$ cat src/rtl/arb_requester_if.sv
// Command/arbiter bundle for arb_requester.
// master: requester side (takes commands and grants, drives req/beat/status).
// slave : environment side (transfer engines plus the arbiter).
// Signals:
//   cmd_valid/cmd_len/cmd_ready  per-channel burst command handshake
//   req, gnt_0, gnt_1            two-line arbiter protocol
//   beat, done, timeout          per-channel transfer strobes
//   spurious, gnt_conflict       sticky protocol-error flags
interface arb_requester_if #(
    parameter int unsigned LEN_W = 4
);
    logic [1:0]         cmd_valid;
    logic [2*LEN_W-1:0] cmd_len;
    logic [1:0]         cmd_ready;
    logic [1:0]         req;
    logic               gnt_0;
    logic               gnt_1;
    logic [1:0]         beat;
    logic [1:0]         done;
    logic [1:0]         timeout;
    logic [1:0]         spurious;
    logic               gnt_conflict;

    modport master (
        input  cmd_valid, cmd_len, gnt_0, gnt_1,
        output cmd_ready, req, beat, done, timeout, spurious, gnt_conflict
    );

    modport slave (
        output cmd_valid, cmd_len, gnt_0, gnt_1,
        input  cmd_ready, req, beat, done, timeout, spurious, gnt_conflict
    );
endinterface

$ cat src/rtl/arb_requester.sv
// Two-channel client for the two-line grant arbiter. Each channel takes a
// burst command, requests the arbiter, waits for its grant (with timeout),
// strobes one beat per granted cycle and then releases for one cycle.
// Ports:
//   clock  system clock, posedge
//   reset  synchronous, active-high
//   bus    arb_requester_if.master: command handshake, req/gnt, beat/done/
//          timeout strobes, sticky spurious/gnt_conflict flags
module arb_requester #(
    parameter int unsigned LEN_W   = 4,
    parameter int unsigned TIMEOUT = 16
) (
    input  logic           clock,
    input  logic           reset,
    arb_requester_if.master bus
);
    localparam int unsigned CNT_W  = LEN_W + 1;
    localparam int unsigned WAIT_W = (TIMEOUT > 1) ? $clog2(TIMEOUT) : 1;

    typedef enum logic [1:0] {IDLE, WAIT, OWN, REL} state_t;

    state_t           state_q [2];
    state_t           state_d [2];
    logic [CNT_W-1:0] remaining [2];
    logic [WAIT_W-1:0] wait_cnt [2];

    logic [1:0] gnt;
    logic [1:0] req_c;
    logic [1:0] ready_c;
    logic [1:0] beat_c;
    logic [1:0] accept_c;
    logic [1:0] last_beat_c;
    logic [1:0] give_up_c;

    logic [1:0] done_q;
    logic [1:0] timeout_q;
    logic [1:0] spurious_q;
    logic       conflict_q;

    assign gnt = {bus.gnt_1, bus.gnt_0};

    // State register
    always_ff @(posedge clock) begin
        for (int i = 0; i < 2; i++) begin
            if (reset) begin
                state_q[i] <= IDLE;
            end else begin
                state_q[i] <= state_d[i];
            end
        end
    end

    // Next-state logic; a grant in the last WAIT cycle beats the timeout
    always_comb begin
        for (int i = 0; i < 2; i++) begin
            state_d[i] = state_q[i];
            case (state_q[i])
                IDLE: if (accept_c[i]) state_d[i] = WAIT;
                WAIT: begin
                    if (gnt[i]) begin
                        state_d[i] = OWN;
                    end else if (give_up_c[i]) begin
                        state_d[i] = REL;
                    end
                end
                OWN:  if (last_beat_c[i]) state_d[i] = REL;
                REL:  state_d[i] = IDLE;
                default: state_d[i] = IDLE;
            endcase
        end
    end

    // Output decode from registered state; beat follows the live grant
    always_comb begin
        req_c       = '0;
        ready_c     = '0;
        beat_c      = '0;
        accept_c    = '0;
        last_beat_c = '0;
        give_up_c   = '0;
        for (int i = 0; i < 2; i++) begin
            req_c[i]       = (state_q[i] == WAIT) || (state_q[i] == OWN);
            ready_c[i]     = (state_q[i] == IDLE);
            beat_c[i]      = (state_q[i] == OWN) && gnt[i];
            accept_c[i]    = ready_c[i] && bus.cmd_valid[i];
            last_beat_c[i] = beat_c[i] && (remaining[i] == CNT_W'(1));
            give_up_c[i]   = (state_q[i] == WAIT) && !gnt[i] &&
                             (wait_cnt[i] == WAIT_W'(TIMEOUT - 1));
        end
    end

    // Burst/wait counters, completion strobes and sticky protocol flags
    always_ff @(posedge clock) begin
        if (reset) begin
            for (int i = 0; i < 2; i++) begin
                remaining[i] <= '0;
                wait_cnt[i]  <= '0;
            end
            done_q     <= '0;
            timeout_q  <= '0;
            spurious_q <= '0;
            conflict_q <= 1'b0;
        end else begin
            for (int i = 0; i < 2; i++) begin
                if (accept_c[i]) begin
                    remaining[i] <= CNT_W'(bus.cmd_len[i*LEN_W +: LEN_W]) + CNT_W'(1);
                    wait_cnt[i]  <= '0;
                end else begin
                    if ((state_q[i] == WAIT) && !gnt[i] && !give_up_c[i]) begin
                        wait_cnt[i] <= wait_cnt[i] + WAIT_W'(1);
                    end
                    if (beat_c[i]) begin
                        remaining[i] <= remaining[i] - CNT_W'(1);
                    end
                end
                spurious_q[i] <= spurious_q[i] |
                                 (gnt[i] && ((state_q[i] == IDLE) || (state_q[i] == REL)));
            end
            done_q     <= last_beat_c;
            timeout_q  <= give_up_c;
            conflict_q <= conflict_q | (bus.gnt_0 & bus.gnt_1);
        end
    end

    assign bus.req          = req_c;
    assign bus.cmd_ready    = ready_c;
    assign bus.beat         = beat_c;
    assign bus.done         = done_q;
    assign bus.timeout      = timeout_q;
    assign bus.spurious     = spurious_q;
    assign bus.gnt_conflict = conflict_q;
endmodule

$ cat src/flat_wrapper.sv
// flat-port wrapper written by rule: the top's interface ports become plain ports
module arb_requester_flat 
#(
    parameter int unsigned LEN_W   = 4,
    parameter int unsigned TIMEOUT = 16
)
  (clock, reset, bus_cmd_valid, bus_cmd_len, bus_gnt_0, bus_gnt_1, bus_cmd_ready, bus_req, bus_beat, bus_done, bus_timeout, bus_spurious, bus_gnt_conflict);
  arb_requester_if #(.LEN_W(LEN_W)) bus_i ();
  input  logic clock;
  input  logic reset;
  input wire logic [$bits(bus_i.cmd_valid)-1:0] bus_cmd_valid;
  input wire logic [$bits(bus_i.cmd_len)-1:0] bus_cmd_len;
  input wire logic [$bits(bus_i.gnt_0)-1:0] bus_gnt_0;
  input wire logic [$bits(bus_i.gnt_1)-1:0] bus_gnt_1;
  output wire logic [$bits(bus_i.cmd_ready)-1:0] bus_cmd_ready;
  output wire logic [$bits(bus_i.req)-1:0] bus_req;
  output wire logic [$bits(bus_i.beat)-1:0] bus_beat;
  output wire logic [$bits(bus_i.done)-1:0] bus_done;
  output wire logic [$bits(bus_i.timeout)-1:0] bus_timeout;
  output wire logic [$bits(bus_i.spurious)-1:0] bus_spurious;
  output wire logic [$bits(bus_i.gnt_conflict)-1:0] bus_gnt_conflict;
  assign bus_i.cmd_valid = bus_cmd_valid;
  assign bus_i.cmd_len = bus_cmd_len;
  assign bus_i.gnt_0 = bus_gnt_0;
  assign bus_i.gnt_1 = bus_gnt_1;
  assign bus_cmd_ready = bus_i.cmd_ready;
  assign bus_req = bus_i.req;
  assign bus_beat = bus_i.beat;
  assign bus_done = bus_i.done;
  assign bus_timeout = bus_i.timeout;
  assign bus_spurious = bus_i.spurious;
  assign bus_gnt_conflict = bus_i.gnt_conflict;
  arb_requester #(.LEN_W(LEN_W), .TIMEOUT(TIMEOUT)) u_core (.clock(clock), .reset(reset), .bus(bus_i));
endmodule
$ cat config.mk
export PLATFORM = sky130hd
export DESIGN_NAME = arb_requester_flat
export DESIGN_NICKNAME = d
export VERILOG_FILES = /design/src/rtl/arb_requester_if.sv /design/src/rtl/arb_requester.sv /design/src/flat_wrapper.sv
export SDC_FILE = /design/constraint.sdc
export NUM_CORES = 1
export LEC_CHECK = 0
export ABC_AREA = 1
export CAP_MARGIN = 20
export CORE_MARGIN = 2
export CORE_UTILIZATION = 58
export DETAILED_ROUTE_END_ITERATION = 6
export PLACE_DENSITY = 0.84
export REMOVE_ABC_BUFFERS = 1
export SLEW_MARGIN = 20
export SYNTH_ARGS = -nofsm -noshare
export SYNTH_HDL_FRONTEND = slang
export SYNTH_SLANG_ARGS = --single-unit
$ cat constraint.sdc
create_clock -name clock -period 4.5 [get_ports clock]
set_clock_uncertainty 0.2 [all_clocks]
set_input_delay 0.9 -clock clock [delete_from_list [all_inputs] [get_ports clock]]
set_output_delay 0.9 -clock clock [all_outputs]
set_load 0.02 [all_outputs]
==> results of run 1 <==
==> area by class of cell <==
cell class	instances	area (sq um)	share of cell area
Clock buffer	5	37.5	0.0172
Clock inverter	3	12.5	0.00573
Inverter	32	128	0.0584
Multi-Input combinational cell	146	931	0.426
Sequential cell	29	761	0.348
Tap cell	44	55.1	0.0252
Timing Repair Buffer	26	260	0.119
==> worst max-delay path, delay by kind of cell <==
family | cells | cell delay, ps
buf+inv | 3 | 1280
simple gates | 1 | 130
==> cells by family (layout without fill, tap and decap cells) <==
group / Yosys count / in the layout / synth area share
fa+ha+maj: 18 / 18 / 0.122
compound gates: 24 / 24 / 0.0881
simple gates: 94 / 94 / 0.247
xor+xnor: 10 / 10 / 0.0475
flops: 29 / 29 / 0.412
buf+inv: 35 / 66 / 0.0834
==> metrics by stage <==
| step | hold slack [ps] | cell area [sq um] | setup slack, ps |
|---|---|---|---|
| floorplan | 303 | 1820 | 2290 |
| global placement | 254 | 2130 | 1100 |
| detailed placement | 266 | 2130 | 1080 |
| CTS | 295 | 2180 | 1080 |
| global route | 349 | 2180 | 1030 |
| finish | 298 | 2180 | 1080 |
==> cells in the final DEF (no fill, tap or decap), drive strengths merged <==
cell and n:
a211oi 1, a21oi 12, and3 1, clkbuf 5, clkdlybuf4s50 26, clkinv 5, dfxtp 11, edfxtp 18
ha 18, inv 30, nand2 31, nand3 23, nand4 1, nor2 36, nor3 2, o21ai 7
o21bai 2, o22ai 2, xnor2 5, xor2 5
==> registers in the layout, indices dropped and copies added (netlist names) <==
register	count
u_core.bus.done	2
u_core.bus.gnt_conflict	1
u_core.bus.spurious	2
u_core.bus.timeout	2
u_core.remaining	10
u_core.state_q	4
u_core.wait_cnt	8
==> power by group <==
group	total, mW	internal (mW)	switching [mW]
clock network	0.145	0.0563	0.0886
registers	0.412	0.362	0.0501
logic	0.555	0.224	0.331
==> routing by layer <==
| metal | GRT usage | vias to the layer above |
|---|---|---|
| met4 | 0.0994 | 0 |
| met2 | 0.331 | 28 |
| met3 | 0.0704 | 7 |
| met5 | 0 | - |
| met1 | 0.291 | 632 |
| li1 | - | 743 |
==> worst max path at each step <==
stage / cells past startpoint / from / slack, ps / end
2_1_floorplan: 2 / bus_gnt_0 / 2290 / bus_beat[0]
3_3_place_gp: 4 / bus_gnt_0 / 1100 / bus_beat[0]
3_5_place_dp: 4 / bus_gnt_0 / 1080 / bus_beat[0]
4_1_cts: 4 / bus_gnt_0 / 1080 / bus_beat[0]
5_1_grt: 4 / bus_gnt_0 / 1030 / bus_beat[0]
6_report: 4 / bus_gnt_0 / 1080 / bus_beat[0]
==> flow_summary.json, run 1 <==
{
  "crit_path_frequent_cell": "clkdlybuf4s50_1",
  "htreeDepth": 2,
  "synth_area_leaders": "edfxtp_1 29%, ha_1 12%, dfxtp_1 12%, nor2_1 6.9%, inv_1 5.7%",
  "cts-root-buf": "clkbuf_4",
  "min_period_over_period": 0.760,
  "synth_area_per_cell_sq_um": 8.79,
  "cp.required_ps": 3400,
  "track_usage": 0.219,
  "arrival_ps": 2320,
  "hold_buffers": 0,
  "fin_cells": 285,
  "r2r_cells": 8,
  "crit_fanout": 5,
  "clk_latency_ps": 330,
  "detail_route.wirelength_um": 3290,
  "tightestPinTransition_ps": 460,
  "cp_slowest_stage_delay_ps": 610,
  "worst_path_max_delay_cell": "clkdlybuf4s50_1",
  "portBuffers": 26,
  "core_area_sq_mm": 0.00303,
  "drtIter0Drc": 60,
  "whs_endpoint": "u_core.bus.spurious[1]",
  "drive_gt1_frac": 0.120,
  "grt_max_degree": 10,
  "hold_path_class": "reg -> reg",
  "synth_warnings": 0,
  "vias": 1410,
  "setup_violations": 0,
  "rows": 20,
  "finalCriticalPeriod_ps": 3420,
  "final_util": 0.721,
  "syn_inst": 210,
  "setup_tns_ps": 0,
  "cp-start-kind": "primary input",
  "ant_nets": 0,
  "synth_area_sq_mm": 0.00185,
  "num-nets-final": 272,
  "dieArea_sq_mm": 0.00365,
  "ys.flop_type": "edfxtp_1",
  "drc_errors": 0,
  "whs_path_depth": 2,
  "critical_path_class": "in -> out",
  "clock_sinks": 29,
  "postSynth.asyncResetShare": 0,
  "ys_ff_latch": 29,
  "post_cts_buffers": 0,
  "rsz0062_at_grt": "false",
  "yosysTopAreaCellShare": 0.293,
  "yosysSeqAreaShare": 0.412,
  "grt_first_pass_wirelength_um": 5670,
  "via_per_inst": 4.95,
  "cts_made_buffers": 5,
  "r2r_slack_ps": 2600,
  "synth_edf_count": 18,
  "yosysMostFrequentCell": "nor2_1",
  "end_kind": "output port",
  "hold_violations": 0,
  "grt_pass1_vias": 1316,
  "die_w_um": 60.4,
  "wl_met1_um": 1630,
  "slew_viol_final": 0,
  "cts_resized": 0,
  "yosys.area.top_type": "edfxtp_1",
  "areaGrowthSynthToFinish_pct": 18.4,
  "cts_tree": "built",
  "clkTransAtPathRegs_ps": 80,
  "p_per_area_mw_per_mm2": 509,
  "status": "finished clean",
  "io_pins": 27,
  "die_h_um": 60.4,
  "finalPower_mw": 1.11,
  "antenna_found_initial": 0,
  "diodes": 0,
  "dr.pass1.iters": 4,
  "clockBufferDepth": 2,
  "wl_met3_um": 128,
  "gp_congestion": 0.806,
  "ir_drop_uv": 354,
  "nFillCells": 237,
  "top_layer_used": "met4",
  "crit_chain": "clkdlybuf4s50_1 > nand2_4 > clkinv_2 > clkdlybuf4s50_1",
  "grt_overflow": 0,
  "initial_core_util": 0.610,
  "wl_per_cell_um": 11.5,
  "r2r_start": "u_core.state_q[1][0]",
  "p_leak_nw": 0.955,
  "r2r_end": "u_core.remaining[1][4]",
  "dp_hpwl_um": 2560,
  "synth_common_cells": "34 x nor2_1, 28 x inv_1, 24 x nand2_1",
  "hold_start": "u_core.bus.spurious[1]",
  "met2_wirelength_um": 1460,
  "fmax_mhz": 292,
  "synth_cell_types": 30,
  "dpl.cell_count": 277,
  "max-slew-margin-rel": 0.692,
  "maxCapViolations": 0
}
Power figures use the tool's default switching activity.
==> run 2: changes to the inputs <==
--- a/config.mk
+++ b/config.mk
@@ -8,9 +8,9 @@
 export ABC_AREA = 1
 export CAP_MARGIN = 20
 export CORE_MARGIN = 2
-export CORE_UTILIZATION = 58
+export CORE_UTILIZATION = 54
 export DETAILED_ROUTE_END_ITERATION = 6
-export PLACE_DENSITY = 0.84
+export PLACE_DENSITY = 0.79
 export REMOVE_ABC_BUFFERS = 1
 export SLEW_MARGIN = 20
 export SYNTH_ARGS = -nofsm -noshare
==> constraint.sdc (replaced) <==
create_clock -name clock -period 3.4 [get_ports clock]
set_clock_uncertainty 0.2 [all_clocks]
set_input_delay 0.68 -clock clock [delete_from_list [all_inputs] [get_ports clock]]
set_output_delay 0.68 -clock clock [all_outputs]
set_load 0.02 [all_outputs]
==> run 2 against run 1 <==
First-iteration DRC count up 1.7%. Clock power up 54%. Non-clock buffer count unchanged. Flip-flop and latch count unchanged. Largest cell class unchanged. Largest power group unchanged.
==> flow_summary.json, run 2 (same netlist as run 1, synthesis figures left out) <==
{
  "track_usage": 0.185,
  "dieArea_sq_mm": 0.00390,
  "ant_nets": 0,
  "cts_made_buffers": 5,
  "r2r_start": "u_core.state_q[1][0]",
  "cts_resized": 0,
  "crit_fanout": 5,
  "hold_buffers": 0,
  "fmax_mhz": 336,
  "r2r_end": "u_core.remaining[1][0]",
  "hold_path_class": "reg -> reg",
  "initial_core_util": 0.557,
  "status": "finished clean",
  "fin_cells": 287,
  "vias": 1404,
  "arrival_ps": 2090,
  "diodes": 0,
  "finalCriticalPeriod_ps": 2970,
  "areaGrowthSynthToFinish_pct": 19.0,
  "die_h_um": 62.5,
  "wl_per_cell_um": 11.1,
  "p_per_area_mw_per_mm2": 684,
  "grt_overflow": 0,
  "num-nets-final": 272,
  "ir_drop_uv": 477,
  "cts_tree": "built",
  "multi_input_area_sq_um": 931,
  "hold_slack_ps": 291,
  "clkTransAtPathRegs_ps": 90,
  "regMostFlops": "u_core.remaining",
  "io_pins": 27,
  "rsz0062_at_grt": "false",
  "whs_endpoint": "u_core.bus.spurious[1]",
  "tightestPinTransition_ps": 420,
  "clockBufferDepth": 2,
  "grt_pass1_vias": 1335,
  "p_leak_nw": 0.957,
  "whs_path_depth": 2,
  "cp.required_ps": 2520,
  "rows": 21,
  "nFillCells": 282,
  "die_w_um": 62.5,
  "clk_latency_ps": 330,
  "cts-root-buf": "clkbuf_4",
  "drc_errors": 0,
  "largest_reg_flops": 10,
  "grt_max_degree": 10,
  "final_cell_mix": "34 x nor2_1, 28 x inv_1, 26 x clkdlybuf4s50_1",
  "hold_start": "u_core.bus.spurious[1]",
  "cp-start-kind": "primary input",
  "setup_violations": 0,
  "hold_violations": 0,
  "final_util": 0.663,
  "critical_path_class": "in -> out",
  "timing.final.ws_setup_ps": 426,
  "htreeDepth": 2,
  "post_cts_buffers": 0,
  "r2r_slack_ps": 1500,
  "detail_route.wirelength_um": 3190,
  "mostFrequentLayoutCell": "nor2_1",
  "end_kind": "output port",
  "slew_viol_final": 0,
  "dpl.cell_count": 279,
  "dp_worst_setup_slack_ps": 424,
  "drtIter0Drc": 61,
  "antenna_found_initial": 0,
  "r2r_cells": 8,
  "maxCapViolations": 0,
  "dr.pass1.iters": 4,
  "portBuffers": 26,
  "clock_sinks": 29,
  "ff_latch_area_sq_um": 761,
  "reg_top3": "u_core.remaining: 10 flops, u_core.wait_cnt: 8 flops, u_core.state_q: 4 flops",
  "setup_tns_ps": 0,
  "min_period_over_period": 0.875,
  "via_per_inst": 4.89,
  "core_area_sq_mm": 0.00331,
  "dp_hpwl_um": 2420,
  "grt_first_pass_wirelength_um": 5680,
  "gp_congestion": 0.836,
  "drive_gt1_frac": 0.120,
  "max-slew-margin-rel": 0.719
}
## run 2: cell count changes in the layout (fill, tap and decap cells not counted)
cell	previous run	this run
clkinv_2	3	2
clkbuf_8	0	1
clkinv_1	2	0
clkbuf_1	0	2
## run 2: report_power, final
part,switching [mW],internal (mW)
Clock,0.121,0.102
Sequential,0.0690,0.479
Combinational,0.434,0.298
## run 2: how the worst max path moves through the flow
stage | from | endpoint | slack (ps)
final | bus_gnt_0 | bus_beat[0] | 430
after global routing | bus_gnt_0 | bus_beat[0] | 390
after CTS | bus_gnt_0 | bus_beat[0] | 410
after detailed placement | bus_gnt_0 | bus_beat[0] | 420
after global placement | bus_gnt_0 | bus_beat[0] | 440
after floorplan | u_core.state_q[0][0] | bus_beat[0] | 1550
## run 2: routing by layer
layer | wire (um) | track usage
met5 | 0 | 0
met1 | 1600 | 0.241
met4 | 82 | 0.103
met2 | 1350 | 0.278
met3 | 162 | 0.0523
## run 2: area by class of cell
cell class / count / share of cell area
tap: 46 / 0.0262
clock buffer: 8 / 0.0268
multi-input combinational: 146 / 0.424
sequential: 29 / 0.346
timing repair buffer: 26 / 0.119
inverter: 32 / 0.0581
## run 2: through the flow
stage                     total power, mW  instance area (sq um)
after floorplan                      1.08                   1820
after global placement               1.27                   2140
after detailed placement             1.28                   2140
after CTS                            1.51                   2200
after global routing                 1.65                   2200
final                                1.50                   2200
## run 2: critical path, stage by stage
cell and delay [ps]:
clkdlybuf4s50_1 600, nand2_4 130, clkinv_2 80, clkdlybuf4s50_1 590
